### src/rtl/button_conditioner_pkg.sv
// Shared types and helpers for the button conditioner.
// Repeat FSM encoding and elaboration-time arithmetic.
package button_conditioner_pkg;

  typedef enum logic [1:0] {
    RPT_IDLE   = 2'd0,
    RPT_DELAY  = 2'd1,
    RPT_REPEAT = 2'd2
  } rpt_state_e;

  function automatic int max_int(
    input int a,
    input int b
  );
    return (a > b) ? a : b;
  endfunction

endpackage

### src/rtl/button_conditioner_channel.sv
// One button lane: synchroniser, debounce filter,
// press/release strobes and optional auto-repeat.
module button_channel
  import button_conditioner_pkg::*;
#(
  parameter int SYNC_STAGES     = 2,
  parameter int DEBOUNCE_CYCLES = 1000000,
  parameter int REPEAT_DELAY    = 50000000,
  parameter int REPEAT_RATE     = 10000000,
  parameter bit REPEAT_EN       = 1'b0
) (
  input  logic clk,
  input  logic rst,
  input  logic btn_in,
  output logic btn_level,
  output logic btn_press,
  output logic btn_release,
  output logic btn_repeat
);

  localparam int CNT_W = $clog2(DEBOUNCE_CYCLES + 1);
  localparam int TMR_W =
    $clog2(max_int(REPEAT_DELAY, REPEAT_RATE) + 1);

  localparam logic [CNT_W-1:0] CNT_LAST =
    CNT_W'(DEBOUNCE_CYCLES - 1);
  localparam logic [TMR_W-1:0] DLY_LAST =
    TMR_W'(REPEAT_DELAY - 1);
  localparam logic [TMR_W-1:0] RATE_LAST =
    TMR_W'(REPEAT_RATE - 1);

  logic [SYNC_STAGES-1:0] sync_q;
  logic                   s;

  logic [CNT_W-1:0] cnt_q;
  logic [CNT_W-1:0] cnt_d;
  logic             level_q;
  logic             flip;
  logic             rise;
  logic             fall;

  rpt_state_e       state_q;
  rpt_state_e       state_d;
  logic [TMR_W-1:0] tmr_q;
  logic [TMR_W-1:0] tmr_d;
  logic             rpt_d;

  logic press_q;
  logic release_q;
  logic rpt_q;

  assign s = sync_q[SYNC_STAGES-1];

  always_ff @(posedge clk or posedge rst) begin
    if (rst) begin
      sync_q <= '0;
    end else begin
      sync_q <= {sync_q[SYNC_STAGES-2:0], btn_in};
    end
  end

  // Level flips only on the D-th consecutive disagreeing sample.
  assign flip = (s != level_q) && (cnt_q == CNT_LAST);
  assign rise = flip && s;
  assign fall = flip && !s;

  always_comb begin
    cnt_d = cnt_q + CNT_W'(1);
    if ((s == level_q) || flip) begin
      cnt_d = '0;
    end
  end

  always_ff @(posedge clk or posedge rst) begin
    if (rst) begin
      cnt_q   <= '0;
      level_q <= 1'b0;
    end else begin
      cnt_q <= cnt_d;
      if (flip) begin
        level_q <= s;
      end
    end
  end

  always_comb begin
    state_d = state_q;
    tmr_d   = tmr_q;
    rpt_d   = 1'b0;
    unique case (state_q)
      RPT_IDLE: begin
        if (rise) begin
          state_d = RPT_DELAY;
          tmr_d   = '0;
        end
      end
      RPT_DELAY: begin
        if (tmr_q == DLY_LAST) begin
          rpt_d   = 1'b1;
          state_d = RPT_REPEAT;
          tmr_d   = '0;
        end else begin
          tmr_d = tmr_q + TMR_W'(1);
        end
      end
      RPT_REPEAT: begin
        if (tmr_q == RATE_LAST) begin
          rpt_d = 1'b1;
          tmr_d = '0;
        end else begin
          tmr_d = tmr_q + TMR_W'(1);
        end
      end
      default: begin
        state_d = RPT_IDLE;
        tmr_d   = '0;
      end
    endcase
    // Release wins over a coincident repeat tick.
    if (fall || !REPEAT_EN) begin
      state_d = RPT_IDLE;
      tmr_d   = '0;
      rpt_d   = 1'b0;
    end
  end

  always_ff @(posedge clk or posedge rst) begin
    if (rst) begin
      state_q <= RPT_IDLE;
      tmr_q   <= '0;
    end else begin
      state_q <= state_d;
      tmr_q   <= tmr_d;
    end
  end

  always_ff @(posedge clk or posedge rst) begin
    if (rst) begin
      press_q   <= 1'b0;
      release_q <= 1'b0;
      rpt_q     <= 1'b0;
    end else begin
      press_q   <= rise;
      release_q <= fall;
      rpt_q     <= rpt_d;
    end
  end

  assign btn_level   = level_q;
  assign btn_press   = press_q;
  assign btn_release = release_q;
  assign btn_repeat  = rpt_q;

endmodule

### src/rtl/button_conditioner.sv
// Button bank front end: one independent
// conditioning lane per raw button input.
module button_conditioner #(
  parameter int                CHANNELS        = 5,
  parameter int                SYNC_STAGES     = 2,
  parameter int                DEBOUNCE_CYCLES = 1000000,
  parameter logic [CHANNELS-1:0] REPEAT_MASK   = '0,
  parameter int                REPEAT_DELAY    = 50000000,
  parameter int                REPEAT_RATE     = 10000000
) (
  input  logic                clk,
  input  logic                rst,
  input  logic [CHANNELS-1:0] btn_in,
  output logic [CHANNELS-1:0] btn_level,
  output logic [CHANNELS-1:0] btn_press,
  output logic [CHANNELS-1:0] btn_release,
  output logic [CHANNELS-1:0] btn_repeat
);

  for (genvar i = 0; i < CHANNELS; i++) begin : g_ch
    button_channel #(
      .SYNC_STAGES     (SYNC_STAGES),
      .DEBOUNCE_CYCLES (DEBOUNCE_CYCLES),
      .REPEAT_DELAY    (REPEAT_DELAY),
      .REPEAT_RATE     (REPEAT_RATE),
      .REPEAT_EN       (REPEAT_MASK[i])
    ) u_ch (
      .clk         (clk),
      .rst         (rst),
      .btn_in      (btn_in[i]),
      .btn_level   (btn_level[i]),
      .btn_press   (btn_press[i]),
      .btn_release (btn_release[i]),
      .btn_repeat  (btn_repeat[i])
    );
  end

endmodule

### config.mk
export PLATFORM = sky130hd
export DESIGN_NAME = button_conditioner
export DESIGN_NICKNAME = d
export VERILOG_FILES = /design/src/rtl/button_conditioner_pkg.sv /design/src/rtl/button_conditioner_channel.sv /design/src/rtl/button_conditioner.sv
export SDC_FILE = /design/constraint.sdc
export NUM_CORES = 1
export LEC_CHECK = 0
export CORE_MARGIN = 5
export CORE_UTILIZATION = 54
export DETAILED_ROUTE_END_ITERATION = 10
export PLACE_DENSITY = 0.72
export SYNTH_ARGS = -nofsm -noshare
export SYNTH_HDL_FRONTEND = slang
export SYNTH_SLANG_ARGS = --single-unit
### constraint.sdc
create_clock -name clk -period 10.7 [get_ports clk]
set_input_delay 3.21 -clock clk [delete_from_list [all_inputs] [get_ports clk]]
set_output_delay 3.21 -clock clk [all_outputs]
set_load 0.02 [all_outputs]
==> flow_summary.json, run 1 <==
{
  "die_h_um": 115,
  "die_width_um": 115,
  "antenna_violations_before_repair": 0,
  "max-clock-path-buffers": 2,
  "power_frac_clock_pct": 51.1,
  "report.final.slew_viol_count": 0,
  "clk_transition_reported_paths_ns": 0.05,
  "p_int_mw": 0.834,
  "critPathTopFamily": "buffers and inverters",
  "slew_headroom_pct": 28.7,
  "drtIter0Drc": 243,
  "start_util_pct": 54.9,
  "place_hpwl_um": 7190,
  "static-leakage-power_nw": 2.71,
  "first_global_vias": 4232,
  "run_status": "completed",
  "detailroute.via_count": 4308,
  "worst_min_delay_path_category": "flop to flop",
  "cts.sinks": 125,
  "regToRegSetupSlack_ns": 8.48,
  "timing.clock.skew_ns": 0.0112,
  "drive_gt1_share_pct": 7.59,
  "synth_top_flop_cell": "dfrtp_1",
  "post_cts_resize_count": 0,
  "layout.cells.most_common": "dfrtp_1",
  "mostFrequentLayoutCells": "dfrtp_1 (125), nor2_1 (85), xnor2_1 (47)",
  "core-area_mm2": 0.0108,
  "grt_max_degree": 70,
  "tritoncts": "built",
  "tns_ns": 0,
  "sequentialPowerShare_pct": 46.2,
  "worst_setup_sp_type": "flop",
  "finalCoreUtilization_pct": 62.3,
  "final_hold_viols": 0,
  "detail_route.drc_violations": 0,
  "numPortBuffers": 21,
  "total_power_mw": 1.05,
  "wl_per_cell_um": 14.3,
  "synth_seq_area_share_pct": 52.6,
  "drt.antenna.violating_nets": 0,
  "comb_power_share_pct": 2.7,
  "post_cts.repair.setup_buffers": 0,
  "swShare_pct": 20.8,
  "ys_ff_latch": 125,
  "path_class": "flop to primary output",
  "synth.area.top_cells": "dfrtp_1 (53%), xnor2_1 (6.9%), nor2_1 (5.4%)",
  "fill_cell_total_of_the_finished_layout": 873,
  "cts_made_buffers": 17,
  "routability_driven_placement_congestion_ratio": 0.815,
  "io_pins": 27,
  "power-per-cell-area_mw_per_mm2": 156,
  "timing.final.crit_share_pct": 44.6,
  "yosys_warning_count": 0,
  "avgSynthCellArea_um2": 10.1,
  "worst-slew-pin-transition_ns": 1.06,
  "crit_path_max_incr_delay_ns": 0.64,
  "layout.cells.non_filler": 759,
  "finalNetCount": 619,
  "critical_path_s_slowest_cell": "clkdlybuf4s50_1",
  "timing.critical_path.fanout_max": 5,
  "endpoint_arrival_time_on_the_critical_path_ns": 1.57,
  "peakVddDrop_v": 0.0000894,
  "combined_buffer_and_inverter_count_along_the_critical_path": 1,
  "worst_hold_slack_ns": 0.344,
  "post_drt_via_cell_ratio": 5.68,
  "grt_setup_unrepaired": "false",
  "syn_area_mm2": 0.00595,
  "cell_row_count": 38,
  "numPlacedInstances": 728,
  "synth_cell_type_count": 44,
  "number_of_flops_mapped_to_enable_cells_by_yosys": 0,
  "total_switching_power_mw": 0.219,
  "critical_path.cell_chain": "clkdlybuf4s50_1",
  "critical_path_endpoint_category": "primary output",
  "drt-pass1-iter-count": 4,
  "post_synth_inst_count": 587,
  "postRouteWirelength_um": 10900,
  "max_cap_violations": 0,
  "clock_tree.htree_level_count": 4,
  "layout-area-overhead-vs-synth_pct": 13.5,
  "grt_first_pass_wirelength_um": 19400,
  "worst-endpoint-required_ns": 7.49,
  "achievable_clock_frequency_ghz": 0.209,
  "clk-insertion-delay-late_ns": 0.52,
  "cts_root_buf": "clkbuf_8",
  "grt_overflow_total": 0,
  "synth_top_cell_by_area": "dfrtp_1",
  "timing.final.setup_violations": 0,
  "fraction_of_synthesized_cell_area_taken_by_the_top_area_cell_type_pct": 52.6,
  "synth_async_sr_flop_share_pct": 100,
  "finalWorstPathRequiredPeriod_ns": 4.78,
  "die_area_mm2": 0.0132,
  "grtUsageTotal_pct": 18.2,
  "postCtsHoldBufs": 0,
  "antenna_diode_count": 0
}
==> cells by family (layout without fill, tap and decap cells) <==
family | count (synthesis) | after routing | share of synthesized area (%)
adders and majority gates | 5 | 5 | 1.05
muxes | 7 | 7 | 1.28
AOI/OAI and AO/OA | 52 | 52 | 5.74
and+or+nand+nor | 278 | 278 | 24.6
DFF | 125 | 125 | 52.6
buffers and inverters | 50 | 78 | 4.48
xor gates and xnor gates | 69 | 69 | 10.2
other | 1 | 5 | 0.0631
==> cells in the mapped netlist, types with 3 or more instances <==
library cell and number:
nor2_1 85, o31ai_1 6, buf_4 20, nand4_1 25, xnor2_1 47, clkbuf_1 5, or3_1 11, a31o_2 3
nand2_1 26, and3_1 16, nor4b_1 3, mux2_2 4, ha_1 5, or4_1 9, o31ai_2 3, a21oi_1 20
buf_2 3, nor4_1 20, and2_1 4, o221ai_1 4, or2_1 3, nor3b_1 10, xor2_1 22, inv_1 22
nand3_1 32, dfrtp_1 125, o21ai_0 10, nor3_1 20
==> layout make-up <==
cell class / instances / area (µm²) / share of cell area, %
flip-flops and latches: 125 / 3130 / 46.3
well taps: 140 / 175 / 2.59
inverters: 22 / 85.1 / 1.26
multi-input cells: 416 / 2570 / 38.0
clock buffers: 23 / 467 / 6.91
clock inverters: 8 / 90.1 / 1.33
repair buffers: 25 / 240 / 3.56
==> through the flow <==
| stage | setup slack, ns | cell area [µm²] |
|---|---|---|
| floorplan | 4.16 | 5960 |
| global placement | 5.66 | 6200 |
| detailed placement | 5.61 | 6200 |
| CTS | 5.89 | 6750 |
| global route | 5.85 | 6750 |
| finish | 5.92 | 6750 |
==> flip-flops by register name, summed over array words and instances, names as in the netlist <==
signal / cells
g_ch.u_ch.sync_q: 10
g_ch.u_ch.btn_release: 5
g_ch.u_ch.cnt_q: 100
g_ch.u_ch.btn_level: 5
g_ch.u_ch.btn_press: 5
==> worst reg2reg max path, cell delays in order, from the launching register on <==
cell and delay (ns):
dfrtp_1 0.44, nor4b_1 0.35, nand4_1 0.24, o21ai_1 0.89, nor2_1 0.14
==> worst paths after layout <==
kind / cells past startpoint / startpoint / endpoint
max: 1 / g_ch[4].u_ch.btn_level / btn_level[4]
min: 0 / g_ch[1].u_ch.sync_q[0] / g_ch[1].u_ch.sync_q[1]
max reg2reg: 4 / g_ch[3].u_ch.cnt_q[12] / g_ch[3].u_ch.cnt_q[9]
min reg2reg: 0 / g_ch[1].u_ch.sync_q[0] / g_ch[1].u_ch.sync_q[1]
max in group asynchronous: 3 / rst / g_ch[3].u_ch.cnt_q[5]
min in group asynchronous: 2 / rst / g_ch[0].u_ch.sync_q[0]
==> routing by layer <==
| metal | share of wire (%) | GRT usage (%) |
|---|---|---|
| met5 | 0 | 0 |
| met4 | 1.7 | 7.98 |
| met3 | 4.0 | 4.58 |
| met2 | 48 | 28.0 |
| met1 | 47 | 24.5 |
==> power groups by stage <==
stage / Sequential, mW / Combinational [mW] / Clock (mW)
after floorplan: 0.493 / 0.0219 / 0
after global placement: 0.494 / 0.0289 / 0
after detailed placement: 0.494 / 0.0294 / 0
after CTS: 0.486 / 0.0295 / 0.550
after global routing: 0.487 / 0.0330 / 0.575
final: 0.486 / 0.0284 / 0.538
Power figures use the tool's default switching activity.
==> run 2: changes to the inputs <==
==> constraint.sdc (replaced) <==
create_clock -name clk -period 4.6 [get_ports clk]
set_input_delay 1.38 -clock clk [delete_from_list [all_inputs] [get_ports clk]]
set_output_delay 1.38 -clock clk [all_outputs]
set_load 0.02 [all_outputs]
==> run 2 against run 1 <==
Compared with the run above:
- die area did not move
- cell area rose by 0.24%
- clock skew fell by 0.0045 ns
- sequential power rose by 130%
- core utilization rose by 0.15 points
==> flow_summary.json, run 2 (synthesized netlist as in run 1, its figures left out) <==
{
  "detailroute.via_count": 4272,
  "mostFrequentLayoutCells": "dfrtp_1 (125), nor2_1 (85), xnor2_1 (47)",
  "worst-slew-pin-transition_ns": 1.10,
  "crit_path_max_incr_delay_ns": 0.64,
  "static-leakage-power_nw": 2.70,
  "largest_reg_flops": 100,
  "wl_per_cell_um": 14.2,
  "tritoncts": "built",
  "max-clock-path-buffers": 2,
  "grt_first_pass_wirelength_um": 18500,
  "postCtsHoldBufs": 0,
  "worst_min_delay_path_category": "flop to flop",
  "start_util_pct": 54.9,
  "grt_setup_unrepaired": "false",
  "critical_path_endpoint_category": "primary output",
  "die_h_um": 115,
  "routability_driven_placement_congestion_ratio": 0.823,
  "final_hold_viols": 0,
  "postRouteWirelength_um": 10700,
  "numPortBuffers": 21,
  "timing.rr.start": "g_ch[3].u_ch.cnt_q[12]",
  "grt_overflow_total": 0,
  "grt_max_degree": 85,
  "numPlacedInstances": 729,
  "cts.sinks": 125,
  "post_cts_resize_count": 0,
  "die_width_um": 115,
  "cts_root_buf": "clkbuf_8",
  "clock_tree.htree_level_count": 4,
  "layout-area-overhead-vs-synth_pct": 13.8,
  "clk-insertion-delay-late_ns": 0.53,
  "antenna_violations_before_repair": 0,
  "drtIter0Drc": 260,
  "crit_startpoint": "g_ch[0].u_ch.btn_level",
  "layout.cells.non_filler": 759,
  "critPathTopFamily": "buffers and inverters",
  "worst_setup_sp_type": "flop",
  "die_area_mm2": 0.0132,
  "total_power_mw": 2.46,
  "peakVddDrop_v": 0.000238,
  "achievable_clock_frequency_ghz": 0.338,
  "layout.cells.most_common": "dfrtp_1",
  "wirelength_met1_um": 5250,
  "cell_row_count": 38,
  "clk_transition_reported_paths_ns": 0.05,
  "detail_route.drc_violations": 0,
  "drt.antenna.violating_nets": 0,
  "timing.final.setup_violations": 0,
  "regMostFlops": "g_ch.u_ch.cnt_q",
  "cts_made_buffers": 17,
  "post_cts.repair.setup_buffers": 0,
  "timing.clock.skew_ns": 0.00670,
  "critical_path.cell_chain": "clkdlybuf4s50_1",
  "slew_headroom_pct": 26.3,
  "timing.final.crit_share_pct": 64.3,
  "antenna_diode_count": 0,
  "finalNetCount": 620,
  "largest_registers_in_the_final_layout": "g_ch.u_ch.cnt_q: 100 flops, g_ch.u_ch.sync_q: 10 flops",
  "hold_start": "g_ch[0].u_ch.sync_q[0]",
  "io_pins": 27,
  "worst-endpoint-required_ns": 3.22,
  "fill_cell_total_of_the_finished_layout": 864,
  "max_cap_violations": 0,
  "post_drt_via_cell_ratio": 5.63,
  "core-area_mm2": 0.0108,
  "power-per-cell-area_mw_per_mm2": 364,
  "highest_routed_layer": "met4",
  "run_status": "completed",
  "report.final.slew_viol_count": 0,
  "route.met3.wl_um": 359,
  "place_hpwl_um": 6870,
  "first_global_vias": 4132,
  "finalWorstPathRequiredPeriod_ns": 2.96,
  "endpoint_arrival_time_on_the_critical_path_ns": 1.58,
  "combined_buffer_and_inverter_count_along_the_critical_path": 1,
  "finalCoreUtilization_pct": 62.4,
  "drive_gt1_share_pct": 7.75,
  "critical_path_s_slowest_cell": "clkdlybuf4s50_1",
  "tns_ns": 0,
  "grtUsageTotal_pct": 17.4,
  "timing.critical_path.fanout_max": 5,
  "drt-pass1-iter-count": 4,
  "path_class": "flop to primary output",
  "wl_met2_um": 4940
}
run 2: changes by cell type in the layout (fill, tap and decap cells not counted):
cell and change:
buf_4 +1, clkinv_2 -2, clkinvlp_4 +2, inv_4 -1, clkbuf_8 +1, clkbuf_1 -1
run 2: metal layers:
layer	up-vias	GRT usage (%)
li1	2092	-
met1	2099	23.3
met2	67	26.4
met3	14	4.63
met4	0	8.14
met5	-	0
run 2: cell type report:
cell class                 instances  area [µm²]  area share [%]
timing repair buffer              26         248            3.66
tap                              140         175            2.59
clock inverter                     7        87.6            1.29
multi-input combinational        416        2570            37.9
clock buffer                      23         477            7.04
inverter                          22        86.3            1.28
sequential                       125        3130            46.2
run 2: where the power goes:
group,switching [mW],internal (mW)
Clock,0.448,0.817
Sequential,0.0155,1.12
Combinational,0.0470,0.0201
run 2: worst paths after layout:
check / endpoint / slack, ns / cells past startpoint
max in group asynchronous: g_ch[3].u_ch.cnt_q[15] / 2.37 / 3
min in group asynchronous: g_ch[4].u_ch.cnt_q[1] / 1.36 / 3
worst min register to register: g_ch[0].u_ch.sync_q[1] / 0.35 / 0
worst max-delay path: btn_level[0] / 1.64 / 1
worst max register to register: g_ch[3].u_ch.cnt_q[13] / 2.35 / 4
worst min-delay path: g_ch[0].u_ch.sync_q[1] / 0.35 / 0
run 2: stage by stage:
stage	setup WS (ns)	area (µm²)	hold slack, ns
3_5_place_dp	1.76	6200	0.336
3_3_place_gp	1.77	6200	0.333
6_report	1.64	6770	0.348
4_1_cts	1.62	6770	0.350
5_1_grt	1.59	6770	0.363
2_1_floorplan	1.68	5970	0.331
==> run 3: changes to the inputs <==
--- a/config.mk
+++ b/config.mk
@@ -8,7 +8,7 @@
 export CORE_MARGIN = 5
 export CORE_UTILIZATION = 54
 export DETAILED_ROUTE_END_ITERATION = 10
-export PLACE_DENSITY = 0.72
+export PLACE_DENSITY = 0.75
 export SYNTH_ARGS = -nofsm -noshare
 export SYNTH_HDL_FRONTEND = slang
 export SYNTH_SLANG_ARGS = --single-unit
==> constraint.sdc (replaced) <==
create_clock -name clk -period 2.7 [get_ports clk]
set_input_delay 0.81 -clock clk [delete_from_list [all_inputs] [get_ports clk]]
set_output_delay 0.81 -clock clk [all_outputs]
set_load 0.02 [all_outputs]
==> run 3 against run 2 <==
Compared with the run above:
- non-clock buffer count rose by 4
- die area unchanged
- clock-buffer cell count did not move
- sequential cell count stayed put
- critical endpoint unchanged
==> flow_summary.json, run 3 (synthesized netlist as in run 1, its figures left out) <==
{
  "hold_start": "g_ch[3].u_ch.sync_q[0]",
  "worstHoldPathCells": 0,
  "max_cap_violations": 0,
  "peakVddDrop_v": 0.000445,
  "post_cts.repair.setup_buffers": 0,
  "worst-endpoint-required_ns": 1.89,
  "final_hold_viols": 0,
  "postRouteWirelength_um": 10900,
  "timing.rr.start": "g_ch[1].u_ch.cnt_q[0]",
  "first_global_vias": 4344,
  "core-area_mm2": 0.0108,
  "worst_setup_sp_type": "flop",
  "clk_transition_reported_paths_ns": 0.06,
  "clock_tree.htree_level_count": 4,
  "grt_max_degree": 94,
  "drt-pass1-iter-count": 4,
  "critical_path_endpoint_category": "primary output",
  "drt.antenna.violating_nets": 0,
  "finalWorstPathRequiredPeriod_ns": 2.37,
  "cell_row_count": 38,
  "static-leakage-power_nw": 2.72,
  "routability_driven_placement_congestion_ratio": 0.871,
  "combined_buffer_and_inverter_count_along_the_critical_path": 1,
  "clk-insertion-delay-late_ns": 0.51,
  "die_width_um": 115,
  "path_class": "flop to primary output",
  "detailroute.via_count": 4342,
  "tritoncts": "built",
  "timing.final.setup_violations": 0,
  "grt_first_pass_wirelength_um": 19600,
  "timing.final.crit_share_pct": 87.8,
  "finalCoreUtilization_pct": 62.8,
  "final-seq-area_mm2": 0.00313,
  "total_power_mw": 4.15,
  "postLayoutSetupSlackWorst_ns": 0.330,
  "drive_gt1_share_pct": 8.64,
  "power-per-cell-area_mw_per_mm2": 610,
  "antenna_violations_before_repair": 0,
  "cts.sinks": 125,
  "die_area_mm2": 0.0132,
  "detail_route.drc_violations": 0,
  "critical_path.cell_chain": "clkdlybuf4s50_1",
  "post_drt_via_cell_ratio": 5.68,
  "crit_path_max_incr_delay_ns": 0.64,
  "achievable_clock_frequency_ghz": 0.422,
  "timing.critical_path.fanout_max": 5,
  "layout.cells.most_common": "dfrtp_1",
  "tns_ns": 0,
  "place_hpwl_um": 7200,
  "die_h_um": 115,
  "worst-slew-pin-transition_ns": 0.713,
  "pre_cts_slack_ns": 0.564,
  "largest_reg_flops": 100,
  "postCtsHoldBufs": 0,
  "layout-area-overhead-vs-synth_pct": 14.5,
  "antenna_diode_count": 0,
  "numPortBuffers": 21,
  "wl_per_cell_um": 14.3,
  "mostFrequentLayoutCells": "dfrtp_1 (125), nor2_1 (85), xnor2_1 (47)",
  "critPathTopFamily": "buffers and inverters",
  "grt_setup_unrepaired": "false",
  "multi_input_combinational_cell_area_mm2": 0.00257,
  "max-clock-path-buffers": 2,
  "worstReg2RegEnd": "g_ch[1].u_ch.cnt_q[18]",
  "sink_of_the_worst_hold_path": "g_ch[3].u_ch.sync_q[1]",
  "cts_root_buf": "clkbuf_8",
  "grtUsageTotal_pct": 18.3,
  "finalNetCount": 624,
  "regToRegSetupSlack_ns": 0.56,
  "post_cts_resize_count": 0,
  "worst_min_delay_path_category": "flop to flop",
  "endpoint_arrival_time_on_the_critical_path_ns": 1.56,
  "io_pins": 27,
  "worst_r2r_path_depth": 5,
  "report.final.slew_viol_count": 0,
  "cts_made_buffers": 17,
  "timing.clock.skew_ns": 0.00768,
  "regMostFlops": "g_ch.u_ch.cnt_q",
  "grt_overflow_total": 0,
  "critical_path_s_slowest_cell": "clkdlybuf4s50_1",
  "slew_headroom_pct": 52.0,
  "drtIter0Drc": 196,
  "run_status": "completed",
  "fill_cell_total_of_the_finished_layout": 851,
  "largest_registers_in_the_final_layout": "g_ch.u_ch.cnt_q: 100 flops, g_ch.u_ch.sync_q: 10 flops",
  "start_util_pct": 54.9
}
[run 3: metrics by stage]
stage / std cells / hold WS (ns) / cell area, µm²
floorplan: 591 / 0.331 / 5970
CTS: 765 / 0.343 / 6810
global placement: 733 / 0.333 / 6250
global route: 765 / 0.348 / 6810
detailed placement: 733 / 0.335 / 6250
finish: 765 / 0.341 / 6810
[run 3: worst max-delay path by stage]
stage,startpoint,endpoint,slack [ns],cells past startpoint
3_5_place_dp,g_ch[1].u_ch.cnt_q[0],g_ch[1].u_ch.cnt_q[18],0.56,5
6_report,g_ch[0].u_ch.btn_level,btn_level[0],0.33,1
4_1_cts,g_ch[1].u_ch.btn_level,btn_level[1],0.30,1
3_3_place_gp,g_ch[1].u_ch.cnt_q[0],g_ch[1].u_ch.cnt_q[18],0.63,5
2_1_floorplan,rst,g_ch[0].u_ch.btn_level,0.35,1
5_1_grt,g_ch[2].u_ch.btn_level,btn_level[2],0.27,1
[run 3: layer usage]
layer  GRT usage (%)  vias to the layer above  part of all wire [%]
met5               0                        -                     0
met4            6.96                        0                   1.3
met3            4.32                       14                   3.7
met2            30.8                       74                    51
met1            23.0                     2154                    44
li1                -                     2100                     -
[run 3: where the power goes]
part           internal [mW]  total [mW]  leakage [nW]  switching, mW
Combinational         0.0402       0.122         0.738         0.0819
Clock                   1.32        2.10         0.274          0.786
Sequential              1.90        1.93          1.71         0.0267
Total                   3.26        4.15          2.72          0.894
[run 3: worst reg2reg max path: stages, from the launching register on]
cell,delay [ns]
dfrtp_1,0.40
ha_1,0.22
nand2_1,0.14
or4_1,0.64
or4_1,0.51
a21oi_1,0.15
[run 3: cell type report]
class                           count  area share, %
Sequential cell                   125           45.9
Inverter                           22           1.27
Clock buffer                       23           7.00
Timing Repair Buffer               30           4.26
Multi-Input combinational cell    416           37.7
Clock inverter                      9           1.27
Tap cell                          140           2.57
